**src/rtl/loader_pkg.sv**
```systemverilog
// Shared types and constants for the UART boot loader control block.
package loader_pkg;

    typedef enum logic [2:0] {
        ST_WAIT_MAGIC,
        ST_LEN_LO,
        ST_LEN_HI,
        ST_PAYLOAD,
        ST_CHECK,
        ST_DONE,
        ST_ERROR
    } state_t;

    typedef enum logic [1:0] {
        ERR_NONE    = 2'd0,
        ERR_LENGTH  = 2'd1,
        ERR_CSUM    = 2'd2,
        ERR_TIMEOUT = 2'd3
    } err_t;

    localparam logic [7:0] MAGIC = 8'hB5;

    // A zero-length image or one larger than the payload buffer is rejected.
    function automatic logic len_ok(input logic [15:0] len, input int unsigned max_len);
        return (len != 16'd0) && (32'(len) <= max_len);
    endfunction

endpackage

```
**src/rtl/uart_loader_ctrl_cnt.sv**
```systemverilog
// Payload byte-index counter: synchronous clear, increment by one.
module uart_loader_ctrl_cnt #(
    parameter int W = 8
) (
    input  logic         clk,
    input  logic         n_rst,
    input  logic         clr,
    input  logic         inc,
    output logic [W-1:0] count
);

    always_ff @(posedge clk or negedge n_rst) begin
        if (!n_rst) begin
            count <= '0;
        end else if (clr) begin
            count <= '0;
        end else if (inc) begin
            count <= count + W'(1);
        end
    end

endmodule

```
**src/rtl/uart_loader_ctrl.sv**
```systemverilog
// UART boot image loader: magic byte, 16-bit LE length, payload written to memory.
// Define LOADER_CSUM_EN to require a trailing 8-bit modulo-sum checksum byte.
module uart_loader_ctrl
    import loader_pkg::*;
#(
    parameter int NUM_BYTES = 256,
    parameter int ADDR_W    = $clog2(NUM_BYTES)
) (
    input  logic              clk,
    input  logic              n_rst,
    input  logic              byte_valid,
    input  logic [7:0]        byte_data,
    input  logic              timeout,
    input  logic              err_clr,
    output logic              mem_we,
    output logic [ADDR_W-1:0] mem_addr,
    output logic [7:0]        mem_wdata,
    output logic              busy,
    output logic              boot_go,
    output logic [1:0]        err_code
);

    // state         | meaning
    // WAIT_MAGIC    | idle, scanning for the magic byte
    // LEN_LO/LEN_HI | collecting the little-endian length
    // PAYLOAD       | writing payload bytes to memory
    // CHECK         | comparing the checksum byte (checksum build only)
    // DONE          | image accepted, held until reset
    // ERROR         | image rejected, held until err_clr

    state_t            state;
    err_t              err_q;
    logic [7:0]        len_lo;
    logic [15:0]       length;
    logic [15:0]       len_new;
    logic [ADDR_W-1:0] idx;
    logic              cnt_clr;
    logic              cnt_inc;
    logic              last_byte;
`ifdef LOADER_CSUM_EN
    logic [7:0]        sum;
`endif

    assign len_new   = {byte_data, len_lo};
    assign cnt_clr   = (state == ST_LEN_HI) && byte_valid && !timeout;
    assign cnt_inc   = (state == ST_PAYLOAD) && byte_valid && !timeout;
    assign last_byte = (32'(idx) + 32'd1) == 32'(length);
    assign err_code  = err_q;

    uart_loader_ctrl_cnt #(.W(ADDR_W)) u_cnt (
        .clk   (clk),
        .n_rst (n_rst),
        .clr   (cnt_clr),
        .inc   (cnt_inc),
        .count (idx)
    );

    always_ff @(posedge clk or negedge n_rst) begin
        if (!n_rst) begin
            state     <= ST_WAIT_MAGIC;
            err_q     <= ERR_NONE;
            len_lo    <= 8'd0;
            length    <= 16'd0;
            mem_we    <= 1'b0;
            mem_addr  <= '0;
            mem_wdata <= 8'd0;
            busy      <= 1'b0;
            boot_go   <= 1'b0;
`ifdef LOADER_CSUM_EN
            sum       <= 8'd0;
`endif
        end else begin
            mem_we  <= 1'b0;
            boot_go <= 1'b0;
            case (state)
                ST_WAIT_MAGIC: begin
                    if (byte_valid && byte_data == MAGIC) begin
                        state <= ST_LEN_LO;
                        busy  <= 1'b1;
                    end
                end
                ST_LEN_LO: begin
                    if (timeout) begin
                        state <= ST_ERROR;
                        err_q <= ERR_TIMEOUT;
                        busy  <= 1'b0;
                    end else if (byte_valid) begin
                        len_lo <= byte_data;
                        state  <= ST_LEN_HI;
                    end
                end
                ST_LEN_HI: begin
                    if (timeout) begin
                        state <= ST_ERROR;
                        err_q <= ERR_TIMEOUT;
                        busy  <= 1'b0;
                    end else if (byte_valid) begin
                        length <= len_new;
                        if (len_ok(len_new, NUM_BYTES)) begin
                            state <= ST_PAYLOAD;
`ifdef LOADER_CSUM_EN
                            sum   <= 8'd0;
`endif
                        end else begin
                            state <= ST_ERROR;
                            err_q <= ERR_LENGTH;
                            busy  <= 1'b0;
                        end
                    end
                end
                ST_PAYLOAD: begin
                    if (timeout) begin
                        state <= ST_ERROR;
                        err_q <= ERR_TIMEOUT;
                        busy  <= 1'b0;
                    end else if (byte_valid) begin
                        mem_we    <= 1'b1;
                        mem_addr  <= idx;
                        mem_wdata <= byte_data;
`ifdef LOADER_CSUM_EN
                        sum       <= sum + byte_data;
                        if (last_byte) begin
                            state <= ST_CHECK;
                        end
`else
                        if (last_byte) begin
                            state   <= ST_DONE;
                            busy    <= 1'b0;
                            boot_go <= 1'b1;
                        end
`endif
                    end
                end
`ifdef LOADER_CSUM_EN
                ST_CHECK: begin
                    if (timeout) begin
                        state <= ST_ERROR;
                        err_q <= ERR_TIMEOUT;
                        busy  <= 1'b0;
                    end else if (byte_valid) begin
                        busy <= 1'b0;
                        if (byte_data == sum) begin
                            state   <= ST_DONE;
                            boot_go <= 1'b1;
                        end else begin
                            state <= ST_ERROR;
                            err_q <= ERR_CSUM;
                        end
                    end
                end
`endif
                ST_DONE: begin
                    state <= ST_DONE;
                end
                ST_ERROR: begin
                    if (err_clr) begin
                        state <= ST_WAIT_MAGIC;
                        err_q <= ERR_NONE;
                    end
                end
                default: begin
                    state <= ST_WAIT_MAGIC;
                    busy  <= 1'b0;
                end
            endcase
        end
    end

endmodule

```
**config.mk**
```make
export PLATFORM = sky130hd
export DESIGN_NAME = uart_loader_ctrl
export DESIGN_NICKNAME = d
export VERILOG_FILES = /design/src/rtl/loader_pkg.sv /design/src/rtl/uart_loader_ctrl_cnt.sv /design/src/rtl/uart_loader_ctrl.sv
export SDC_FILE = /design/constraint.sdc
export NUM_CORES = 1
export LEC_CHECK = 0
export CELL_PAD_IN_SITES_DETAIL_PLACEMENT = 0
export CELL_PAD_IN_SITES_GLOBAL_PLACEMENT = 1
export CORE_MARGIN = 1.5
export CORE_UTILIZATION = 48
export CTS_BUF_LIST = sky130_fd_sc_hd__clkbuf_8
export DETAILED_ROUTE_END_ITERATION = 16
export PLACE_DENSITY = 0.89
export SETUP_SLACK_MARGIN = 0.05
export SLEW_MARGIN = 30
export SYNTH_ARGS = -nofsm -noshare
export SYNTH_HDL_FRONTEND = slang
export SYNTH_SLANG_ARGS = --single-unit
```
**constraint.sdc**
```tcl
create_clock -name clk -period 3.87 [get_ports clk]
set_input_delay 1.161 -clock clk [delete_from_list [all_inputs] [get_ports clk]]
set_output_delay 1.161 -clock clk [all_outputs]
set_load 0.1 [all_outputs]
```
==> impl_summary.md, run 1 <==
Timing
The worst pin sits at a relative slew slack of 0.357. The final period utilization is 0.791. The minimum clock period after layout is 3.06 ns. The count of endpoints failing setup in the final report is 0. Setup repair after global routing left no endpoint under its margin. The measured slew at the worst slew-check pin is 0.962 ns. Adding up every negative setup slack in the final design gives 0 ns. Derived from the worst setup path, the maximum achievable clock frequency is 327 MHz. The worst-case clock skew is 0.00804 ns.

The hold violation count in the final report came to 0. The final number of max-transition violations was 0.

Logic synthesis
Of the post-synthesis cell area, the dominant cell type holds 0.523. The fraction of the mapped netlist area in adder cells is 0.00467. By area the synthesized netlist is led by dfrtp_1 (52%), mux2_1 (11%), nand2_1 (8.3%), xnor2_1 (2.6%), nor2_1 (2.0%). In the post-synthesis netlist, the cell with the most instances is nand2_1. The count of flip-flops with a built-in enable after synthesis is 0. The count of mapped cells out of synthesis is 263.

The net count after synthesis is 277. The commonest cells after synthesis are nand2_1 (59), dfrtp_1 (56), mux2_1 (25), nor2_1 (14), clkbuf_1 (12). The share of the synthesized area in compound gates (AO/OA/AOI/OAI) is 0.0995. For this run, asynchronously set or reset flops after synthesis account for 1.00.

The largest family of logic cells by synthesized area is simple AND/OR/NAND/NOR gates. The flip-flop cell with the highest count after synthesis is dfrtp_1. Yosys printed 0 warnings. The average footprint of a synthesized cell is 10.2 um2. Of the synthesized area, sequential elements account for 0.523.

The library cell occupying the most area in the post-synthesis netlist is dfrtp_1. Of the total synthesized cell area, the portion taken by AND, OR, NAND and NOR gates is 0.179. The count of cell types in the netlist is 43. Summing every instance area after synthesis gives 0.00268 mm2. The mux cell area share after synthesis is 0.116. The post-synthesis share of cell area spent on xor and xnor gates is 0.0458. The number of flip-flops and latches in the synthesized netlist is 56.

Min path
The hold path depth is 2. The startpoint identified for the worst hold timing path is mem_addr[5]$_DFFE_PN0P_. The tightest min-delay check is of the flip-flop to flip-flop type.

The worst hold path terminates at mem_addr[5]$_DFFE_PN0P_.

Routing
The mean number of vias per cell is 5.39. The average wire per cell in the routed design is 14.5 um. For this run, design rule violations remaining after detail routing come to 0. Summing over every cut layer, the via total after detailed routing is 1969.

The detail route stage leaves a number of antenna-violating nets equal to 0. The number of iterations in the first detailed-routing pass is 4. The post-detailed-routing wire length is 5.29 mm.

The violation count after the first detailed-route iteration is 69.

Global route
The number of antenna violations at the first check in global routing was 0. Summed over all layers, the global routing overflow is 0. The overall global routing resource usage is 0.191. The first global-routing pass estimated 8.95 mm of wire. The via count of the first global-routing pass came to 1811. Entering global routing, the biggest net connects 24 pins.

Critical path
The worst-case register-to-register setup slack is 1.58 ns. The worst setup path is launched from an input pin. The destination of the worst register-to-register timing path is state[1]$_DFFE_PN0P_. The startpoint of the worst-slack reg-to-reg timing path is length[9]$_DFFE_PN0P_. Of all nets on the critical path, the largest fanout is 4.

The most critical setup path has its startpoint at byte_data[1]. The category of the worst setup path capture point is a flip-flop. The worst register-to-register path has a depth of 6.

The required time at the endpoint of the critical path is 4.08 ns. The critical path in this run is classified as input pin to flip-flop. For the worst setup path, the data arrival time is 3.27 ns.

Clocking
Post-CTS repair changed the size of 0 cells. The H-tree was split into 2 levels. The clock passes through at most 2 buffers. After clock tree synthesis, the flow added hold-fix buffers numbering 0. The CTS clock-pin slew for the worst setup and hold paths is 0.10 ns.

The insertion delay of the later-clocked pin in the worst-skew pair is 0.31 ns. The TritonCTS buffer count is 5. CTS saw 56 sinks. The root buffer cell is clkbuf_8. TritonCTS built the clock tree. The number of setup buffers added after CTS is 0.

Floorplan
The floorplan die area is 0.00604 mm2. The floorplan has 27 rows. For this configuration, the core starts out at a cell density of 0.493. Measured along the y axis, the die boundary spans 77.7 um. The core outline area is 0.00544 mm2.

The die is 77.7 um wide. The count of pins on the block boundary is 34.

Cells and area
The number of antenna diodes in the final layout is 0. From synthesis to final layout, the design area changed by 16.3%. The finished layout cell area is 0.00312 mm2.

The share of final-layout standard cells stronger than drive strength 1 is 0.130. The total number of nets in the final design is 306. The fraction of the core area covered by cells at the end of the flow is 0.573.

Pwr
VDD sags by at most 0.464 mV. The analysis attributes to cell leakage a power of 1.45 nW. In this run the power density over the cells is 768 mW/mm2.

Outcome
The run finished with clean final reports.

Placement
Buffers placed on the I/O ports in this run total 33. Detailed placement ended at an HPWL of 3.72 mm. The post-place instance area is 0.00303 mm2. The routability congestion estimate is 0.784.

Run
The tool flagged a number of max-cap violations equal to 0.
## flip-flops by register name (all words and copies together) (netlist names)
signal,flops
len_lo,8
mem_we,1
u_cnt.count,8
mem_addr,8
boot_go,1
length,16
mem_wdata,8
busy,1
state,3
err_code,2
## worst max path at each step
stage | endpoint | slack (ns)
2_1_floorplan | state[1]$_DFFE_PN0P_ | 1.16
3_3_place_gp | state[1]$_DFFE_PN0P_ | 0.55
3_5_place_dp | state[1]$_DFFE_PN0P_ | 0.49
4_1_cts | state[1]$_DFFE_PN0P_ | 0.83
5_1_grt | state[1]$_DFFE_PN0P_ | 0.72
6_report | state[1]$_DFFE_PN0P_ | 0.81
## metrics by stage
step | hold slack (ns) | setup slack [ns] | cells | total power, mW
final | 0.481 | 0.809 | 365 | 2.39
after global routing | 0.502 | 0.716 | 365 | 2.54
after CTS | 0.487 | 0.830 | 365 | 2.41
after detailed placement | 0.463 | 0.486 | 357 | 2.09
after global placement | 0.459 | 0.548 | 357 | 2.06
after floorplan | 0.459 | 1.16 | 263 | 1.83
## cell type report
cell class | count | area [um2]
Tap cell | 72 | 90.1
Timing Repair Buffer | 38 | 318
Inverter | 5 | 18.8
Fill cell | 485 | 2320
Sequential cell | 56 | 1400
Clock inverter | 3 | 21.3
Clock buffer | 5 | 68.8
Multi-Input combinational cell | 186 | 1200
## worst max-delay path, cell delays in order
cell	delay, ns
clkdlybuf4s50_1	0.46
or3_1	0.44
nor3_1	0.30
o21bai_1	0.17
nand4b_1	0.11
o31a_1	0.32
a211o_1	0.31
## metal layers
metal / vias to the layer above / part of all wire / global-route usage
li1: 959 / - / -
met5: - / 0 / 0
met3: 4 / 0.060 / 0.0435
met2: 44 / 0.46 / 0.301
met1: 962 / 0.46 / 0.260
met4: 0 / 0.011 / 0.0618
## placed cells by master (no fill, tap or decap), types with 3 or more instances in the layout
| master | Yosys | routed |
|---|---|---|
| nand2_1 | 59 | 59 |
| a21oi_1 | 6 | 6 |
| mux2i_1 | 3 | 3 |
| o21ai_0 | 3 | 3 |
| mux2_1 | 25 | 25 |
| o21ai_1 | 8 | 8 |
| clkdlybuf4s50_1 | 0 | 14 |
| xnor2_1 | 8 | 8 |
| nor2_1 | 14 | 14 |
| dfrtp_1 | 56 | 56 |
| buf_4 | 0 | 23 |
| nor3_1 | 4 | 3 |
| xor2_1 | 6 | 6 |
| inv_1 | 3 | 3 |
| nand4_1 | 4 | 4 |
| clkbuf_8 | 0 | 5 |
| nor4_1 | 3 | 3 |
| nand3_1 | 5 | 5 |
| or3_1 | 3 | 3 |
## report_power, final
group | switching [mW] | internal (mW) | total (mW) | leakage, nW
Clock | 0.196 | 0.129 | 0.325 | 0.0445
Sequential | 0.182 | 0.792 | 0.974 | 0.717
Combinational | 0.743 | 0.352 | 1.09 | 0.693
Total | 1.12 | 1.27 | 2.39 | 1.45
## cell families after synthesis
| group | Yosys count |
|---|---|
| compound gates | 39 |
| fa+ha+maj | 1 |
| mux | 28 |
| xor+xnor | 14 |
| buf+inv | 21 |
| flops | 56 |
| simple gates | 104 |
(Power assumes the default switching activity.)
==> inputs of run 2 (changes only) <==
--- a/config.mk
+++ b/config.mk
@@ -8,10 +8,10 @@
 export CELL_PAD_IN_SITES_DETAIL_PLACEMENT = 0
 export CELL_PAD_IN_SITES_GLOBAL_PLACEMENT = 1
 export CORE_MARGIN = 1.5
-export CORE_UTILIZATION = 48
+export CORE_UTILIZATION = 40
 export CTS_BUF_LIST = sky130_fd_sc_hd__clkbuf_8
 export DETAILED_ROUTE_END_ITERATION = 16
-export PLACE_DENSITY = 0.89
+export PLACE_DENSITY = 0.79
 export SETUP_SLACK_MARGIN = 0.05
 export SLEW_MARGIN = 30
 export SYNTH_ARGS = -nofsm -noshare
==> constraint.sdc (replaced) <==
create_clock -name clk -period 2.5 [get_ports clk]
set_input_delay 0.75 -clock clk [delete_from_list [all_inputs] [get_ports clk]]
set_output_delay 0.75 -clock clk [all_outputs]
set_load 0.1 [all_outputs]
==> run 2 against run 1 <==
Effect of this change:
- clock power is 50% higher
- clock skew is 0.0049 ns higher
- final cell count is 7.1% higher
- highest routed layer unchanged
==> impl_summary.md, run 2 (same netlist as run 1, synthesis figures left out) <==
Floorplan
The site row count is 29 (+7.4%). The core outline area is 0.00642 mm2 (+18%). The initial core utilization is 0.417 (-0.0754). The count of pins on the block boundary is 34 (unchanged). The overall die width is 84.8 um (+9.2%). The floorplan die area was 0.00720 mm2 (+19%).

The floorplan die height is 84.8 um (+9.2%).

Cells and area
The share of final-layout standard cells stronger than drive strength 1 is 0.201 (+0.0709). The most common library cell in the layout ignoring fill and taps is nand2_1. length holds more flip-flops than any other register.

The post-synthesis to final-layout area growth is 23.9%. The fraction of the core area covered by cells at the end of the flow was 0.517 (-0.0564). The total number of nets in the final design is 327 (+6.9%). The total of fill cells in the finished design is 589 (+21%). The finished layout cell area is 0.00332 mm2 (+6.5%). The antenna diode instance count was 0 (unchanged).

The number of flip-flops in the largest register came to 16 (unchanged). The top cell types in the final layout, fill and taps aside, are nand2_1 (59), dfrtp_1 (56), buf_4 (45).

Pwr
The worst vdd rail ir drop was 0.726 mV (+56%). The leakage power summed over all cells is 1.62 nW (+11%). The power density over cell area is 1130 mW/mm2 (+47%).

Timing
The hold violation count in the final report is 0 (unchanged). Setup repair after global routing left no endpoint under its margin. Dividing the final minimum period by the clock period gives 0.926. The worst-case clock skew is 0.0130 ns (+0.00493 ns). The worst max-slew margin expressed relative to the limit is 0.678 (+0.321).

The count of endpoints failing setup in the final report is 0 (unchanged). The measured slew at the worst slew-check pin is 0.481 ns (-0.481 ns). The fmax is 432 MHz. The smallest clock period supported by the final layout is computed as 2.31 ns. The final number of max-transition violations was 0 (unchanged). The sum of negative setup slack was 0 ns (unchanged).

Clocking
The H-tree level count is 2 (unchanged). The clock sink count is 56 (unchanged). CTS placed an instance of clkbuf_8 at the clock tree root. The insertion delay of the later-clocked pin in the worst-skew pair is 0.31 ns (about the same). The CTS clock-pin slew for the worst setup and hold paths is 0.10 ns (about the same).

The maximum clock insertion buffer count is 2 (unchanged). The TritonCTS buffer count is 5 (unchanged). TritonCTS built the clock tree.

The hold buffer count at CTS was 0 (unchanged). The number of buffers inserted by post-CTS setup repair is 0 (unchanged).

Critical path
The endpoint identified for the worst register-to-register timing path is state[1]$_DFFE_PN0P_. The startpoint of the worst-slack reg-to-reg timing path is length[9]$_DFFE_PN0P_. The maximum net fanout on the critical path was 4 (unchanged). The worst-case register-to-register setup slack was 0.32 ns (-1.26 ns). The required time at the endpoint of the critical path was 2.71 ns (-1.37 ns).

The category of the worst setup path capture point is a flip-flop. The worst-case reg-to-reg path depth is 6 (unchanged). The element type at the critical path start is an input pin.

The data arrival time of the critical path is 2.53 ns (-0.74 ns). The critical setup path kind is input pin to flip-flop.

Placement
The routability congestion estimate was 0.810 (+3.4%). The final HPWL from detailed placement is 4.04 mm (+8.5%). The post-place instance area is 0.00321 mm2 (+6.0%). The number of input and output port buffers inserted is 33 (unchanged).

Min path
The type of the worst min-delay path is input pin to async pin.

Routing
The mean number of vias per cell is 5.26 (-2.4%). The via count is 2058 (+4.5%). The routed length on met2 is 2.60 mm (+5.7%). The average wire per cell in the routed design is 14.1 um (-2.9%). The wire length on met1 came to 2.65 mm (+8.0%). The number of iterations in the first detailed-routing pass is 5 (+1). The post-detailed-routing wire length is 5.50 mm (+4.1%). The count of antenna-violating nets left after detailed routing is 0 (unchanged). The violation count after the first detailed-route iteration was 49 (-29%). The DRC violations left came to 0 (unchanged).

The highest metal layer with signal wires is met4. The total length of routed met3 wires is 183 um (-42%).

Outcome
The run finished with clean final reports.

Global route
The via count of the first global-routing pass is 2074 (+15%). The remaining global-route overflow is 0 (unchanged). The first-pass GRT wire length is 9.94 mm (+11%). The number of antenna violations at the first check in global routing is 0 (unchanged). The largest net degree at the start of global routing was 57 (+140%). The overall global routing resource usage is 0.173 (-0.0178).

Run
The max-capacitance violation count came to 0 (unchanged).
==> run 2: cell types whose count changed in the layout (fill, tap and decap cells not counted), sizes merged <==
cell | before | now
dlymetal6s2s | 0 | 3
clkdlybuf4s50 | 14 | 8
clkinvlp | 1 | 0
buf | 24 | 48
inv | 6 | 7
==> run 2: timing repair <==
item	in CTS	in global routing
gates cloned	0	0
setup endpoints to repair	2	2
pin swaps	3	4
gates resized for setup	3	3
==> run 2: per-stage QoR <==
step / power [mW] / hold slack [ns] / instances / setup WS (ns)
final: 3.75 / 0.415 / 391 / 0.186
after global routing: 3.99 / 0.432 / 391 / 0.0805
after CTS: 3.79 / 0.423 / 391 / 0.0759
after detailed placement: 3.30 / 0.465 / 383 / -0.375
after global placement: 3.26 / 0.460 / 383 / -0.323
after floorplan: 2.83 / 0.454 / 263 / 0.198
==> run 2: cell type report <==
class | count | area [um2] | share of cell area
clock inverter | 3 | 17.5 | 0.00528
tap | 77 | 96.3 | 0.0290
clock buffer | 5 | 68.8 | 0.0207
multi-input combinational | 186 | 1210 | 0.366
timing repair buffer | 59 | 500 | 0.151
sequential | 56 | 1400 | 0.422
inverter | 5 | 18.8 | 0.00566
==> run 2: worst max-delay path by stage <==
stage	from	end	slack, ns	depth (start not counted)
4_1_cts	byte_data[6]	state[1]$_DFFE_PN0P_	0.08	7
3_3_place_gp	byte_data[1]	state[1]$_DFFE_PN0P_	-0.32	7
2_1_floorplan	byte_data[1]	state[1]$_DFFE_PN0P_	0.20	6
3_5_place_dp	byte_data[1]	state[1]$_DFFE_PN0P_	-0.37	7
6_report	byte_data[5]	state[1]$_DFFE_PN0P_	0.19	7
5_1_grt	byte_data[4]	state[1]$_DFFE_PN0P_	0.08	7
==> run 2: power by group <==
part / internal [mW] / switching [mW] / total [mW] / leakage, nW
combinational: 0.592 / 1.19 / 1.78 / 0.849
sequential: 1.23 / 0.253 / 1.48 / 0.717
clock: 0.196 / 0.293 / 0.489 / 0.0497
==> run 2: per-layer routing <==
metal,GRT usage,vias up
met3,0.0321,6
li1,-,1014
met4,0.0537,0
met2,0.289,36
met1,0.229,1002
met5,0,-
==> run 2: critical path, stage by stage <==
cell and delay (ns):
clkdlybuf4s50_1 0.53, nand4_1 0.18, nor3_4 0.22, o21bai_1 0.15, nand4b_1 0.12, o31a_1 0.32, a211o_1 0.27
==> RTL change 1, RTL diff (config.mk and constraints of run 1) <==
The option `LOADER_CSUM_EN` is turned on by a define.
--- a/src/rtl/uart_loader_ctrl.sv
+++ b/src/rtl/uart_loader_ctrl.sv
@@ -1,5 +1,7 @@
 // UART boot image loader: magic byte, 16-bit LE length, payload written to memory.
 // Define LOADER_CSUM_EN to require a trailing 8-bit modulo-sum checksum byte.
+`define LOADER_CSUM_EN
+
 module uart_loader_ctrl
     import loader_pkg::*;
 #(
Formal check against the unedited RTL: not equivalent (a bounded check fails within 10 cycles, from zero or initial values and one cycle with n_rst low).
==> RTL change 1 against run 1 <==
- critical endpoint is now err_code[0]
- sequential cell count up 8
- setup slack worse by 0.056 ns
- highest routed layer unchanged
- power up 37%
- clock skew up 0.0013 ns
- routed wire length up 35%
- cell area up 25%
- synthesized area up 26%
- sequential share of layout area down 3.9 points
==> RTL change 1: results (changes against run 1) <==
set qor(clock_area_frac) 0.0468 ;# was 0.0289
set qor(first_global_vias) 2426 ;# was 1,811
set qor(worst_slew_margin_relative_to_its_limit) 0.350 ;# was 0.357
set qor(rr_endpoint) {mem_wdata[5]} ;# was state[1]
set qor(fillers) 609 ;# was 485
set qor(switching_share) 0.469 ;# was 0.468
set qor(crit_end) {err_code[0]} ;# was state[1]
set qor(routed_wire_length_per_instance_um) 15.0 ;# was 14.5 um
set qor(netlist_top_cells_area) {dfrtp_1, nand2_1, mux2_2} ;# was dfrtp_1, mux2_1, nand2_1
set qor(largest_fanout_on_the_critical_path) 6 ;# was 4
set qor(final_net_count) 398 ;# was 306
set qor(fin_worst_skew_ns) 0.00935 ;# was 0.00804 ns
set qor(multi_input_area_um2) 1640 ;# was 1200 um2
set qor(signal_buffer_area_fraction) 0.0840 ;# was 0.102
set qor(power.ir.vdd_worst_uv) 450 ;# was 464 uV
set qor(grt_first_pass_wirelength_um) 12300 ;# was 8950 um
set qor(finalHoldWorstSlack_ns) 0.477 ;# was 0.481 ns
set qor(layout.cells.non_filler) 477 ;# was 365
set qor(portion_of_total_power_attributed_to_the_clock_network) 0.162 ;# was 0.136
set qor(crit_arrival_ns) 3.35 ;# was 3.27 ns
set qor(layout.non_clock_buffers) 39 ;# was 38
set qor(layout-drive-gt1-share) 0.189 ;# was 0.130
set qor(placedInstanceArea_um2) 3720 ;# was 3030 um2
set qor(die_width_um) 86.9 ;# was 77.7 um
set qor(place.gp.congestion) 0.816 ;# was 0.784
set qor(status) {finished, final reports clean} ;# unchanged
[RTL change 1: logic make-up after synthesis]
kind of cell / Yosys count / share of synthesized area
AOI/OAI and AO/OA: 64 / 0.126
xor gates and xnor gates: 15 / 0.0389
adders and majority gates: 10 / 0.0385
buffers and inverters: 24 / 0.0393
DFF: 64 / 0.474
muxes: 27 / 0.0897
and+or+nand+nor: 138 / 0.193
[RTL change 1: routing by layer]
layer / global-route usage / vias up / share of wire
li1: - / 1272 / -
met1: 0.303 / 1242 / 0.48
met2: 0.323 / 55 / 0.46
met3: 0.0493 / 8 / 0.041
met4: 0.0748 / 0 / 0.013
met5: 0 / - / 0
[RTL change 1: critical path, stage by stage]
cell	delay (ns)
clkdlybuf4s50_1	0.52
ha_1	0.39
nor4_1	0.32
nand3_1	0.17
a21o_1	0.24
nand3b_1	0.15
a21oi_4	0.08
mux2_1	0.31
==> RTL change 2, RTL diff (settings of run 1) <==
Without the edit above. Encoding of `state_t`: now one-hot (7 bits for 7 states).
--- a/src/rtl/loader_pkg.sv
+++ b/src/rtl/loader_pkg.sv
@@ -1,14 +1,14 @@
 // Shared types and constants for the UART boot loader control block.
 package loader_pkg;
 
-    typedef enum logic [2:0] {
-        ST_WAIT_MAGIC,
-        ST_LEN_LO,
-        ST_LEN_HI,
-        ST_PAYLOAD,
-        ST_CHECK,
-        ST_DONE,
-        ST_ERROR
+    typedef enum logic [6:0] {
+        ST_WAIT_MAGIC = 7'b0000001,
+        ST_LEN_LO     = 7'b0000010,
+        ST_LEN_HI     = 7'b0000100,
+        ST_PAYLOAD    = 7'b0001000,
+        ST_CHECK      = 7'b0010000,
+        ST_DONE       = 7'b0100000,
+        ST_ERROR      = 7'b1000000
     } state_t;
 
     typedef enum logic [1:0] {
Behaviour: same outputs for any inputs over 10 cycles, from zero or initial values and one cycle with n_rst low; not proved beyond that.
==> RTL change 2 against run 1 <==
- power fell by 19%
- worst hold slack got worse by 0.0068 ns
- non-clock buffer count fell by 2
- sequential power fell by 15%
- combinational power fell by 49%
- fmax rose by 4.5%
- setup slack improved by 0.13 ns
- via count rose by 7.6%
- cell area rose by 7.9%
- clock power rose by 68%
- register-to-register slack got worse by 0.27 ns
- synthesized area rose by 5.4%
- sequential cell count rose by 3
- routed wire length rose by 11%
- largest cell class unchanged
- highest routed layer unchanged
==> RTL change 2: results (changes against run 1) <==
set qor(status) {finished, final reports clean} ;# unchanged
set qor(largest_fanout_on_the_critical_path) 1 ;# was 4
set qor(tritoncts.num_buffers) 9 ;# was 5
set qor(power_frac_seq) 0.427 ;# was 0.407
set qor(placedInstanceArea_um2) 3170 ;# was 3030 um2
set qor(synthesized_netlist_net_count) 287 ;# was 277
set qor(synth_commonest_cells) {nand2_1, dfrtp_1, mux2_2, o21ai_0, nor2_1} ;# was nand2_1, dfrtp_1, mux2_1, nor2_1, clkbuf_1
set qor(worst-r2r-setup-slack_ns) 1.31 ;# was 1.58 ns
set qor(cpLargestDelayFamily) {buffers and inverters} ;# was simple AND/OR/NAND/NOR gates
set qor(power_consumed_by_the_clock_network_mw) 0.545 ;# was 0.325 mW
set qor(grt_usage) 0.211 ;# was 0.191
set qor(power.ir.vdd_worst_uv) 334 ;# was 464 uV
set qor(grt_start_max_net_pins) 43 ;# was 24
set qor(clock_insertion_delay_worst_skew_ns) 0.33 ;# was 0.31 ns
set qor(synth_mux_area_frac) 0.0992 ;# was 0.116
set qor(yosysUniqueCellTypes) 47 ;# was 43
set qor(power.switching_mw) 0.687 ;# was 1.12 mW
set qor(power.density_cell_area_nw_per_um2) 573 ;# was 768 nW/um2
set qor(cts_max_level) 3 ;# was 2
set qor(layout-drive-gt1-share) 0.242 ;# was 0.130
set qor(netlist_top_cells_area) {dfrtp_1, mux2_2, nand2_1} ;# was dfrtp_1, mux2_1, nand2_1
set qor(worst_slew_pin_slew_ns) 0.966 ;# was 0.962 ns
set qor(totalWireLength_um) 5890 ;# was 5290 um
set qor(cpPeakStageDelay_ns) 1.12 ;# was 0.46 ns
set qor(synth_compound_gate_area_share) 0.0930 ;# was 0.0995
set qor(final.setup.worst_slack_ns) 0.939 ;# was 0.809 ns
set qor(dp.final_hpwl_um) 4090 ;# was 3720 um
set qor(crit_arrival_ns) 1.77 ;# was 3.27 ns
## RTL change 2: cell types whose count changed in the layout (fill, tap and decap cells not counted), moves of 3 or more
cell             run 1  this run
mux2_1              25         0
nor3_1               3         6
clkbuf_8             5         9
o21ai_0              3        17
nand3b_1             0         3
o21ai_1              8         1
mux2_2               0        24
or4_1                0         4
## RTL change 2: logic make-up after synthesis
logic type / after synthesis
AO/OA/AOI/OAI: 40
XOR/XNOR: 16
buffers and inverters: 15
adder cells (fa/ha/maj): 1
flip-flops: 59
AND/OR/NAND/NOR: 117
multiplexers: 25
## RTL change 2: layout make-up
cell class	instances	area (um2)	share of cell area
Sequential cell	59	1480	0.439
Multi-Input combinational cell	199	1290	0.382
Clock inverter	7	70.1	0.0208
Clock buffer	9	124	0.0368
Timing Repair Buffer	36	300	0.0893
Inverter	4	15.0	0.00446
Tap cell	72	90.1	0.0268
## RTL change 2: worst paths after layout
check	end	cells past startpoint	startpoint
setup / recovery	mem_we	1	mem_we
hold / removal	mem_addr[6]	2	mem_addr[6]
setup reg to reg	state[3]	7	u_cnt.count[0]
hold reg to reg	mem_addr[6]	2	mem_addr[6]
max in group asynchronous	length[7]	2	n_rst
min in group asynchronous	mem_addr[2]	1	n_rst
## RTL change 2: routing by layer
| layer | vias up | global-route usage | share of wire |
|---|---|---|---|
| met4 | 0 | 0.0825 | 0.010 |
| met2 | 59 | 0.315 | 0.46 |
| met1 | 1022 | 0.295 | 0.48 |
| met3 | 4 | 0.0514 | 0.046 |
| met5 | - | 0 | 0 |
| li1 | 1034 | - | - |
## RTL change 2: through the flow
stage | cells | hold WS, ns
after global placement | 370 | 0.459
final | 386 | 0.474
after CTS | 386 | 0.483
after detailed placement | 370 | 0.464
after floorplan | 273 | 0.468
after global routing | 386 | 0.506
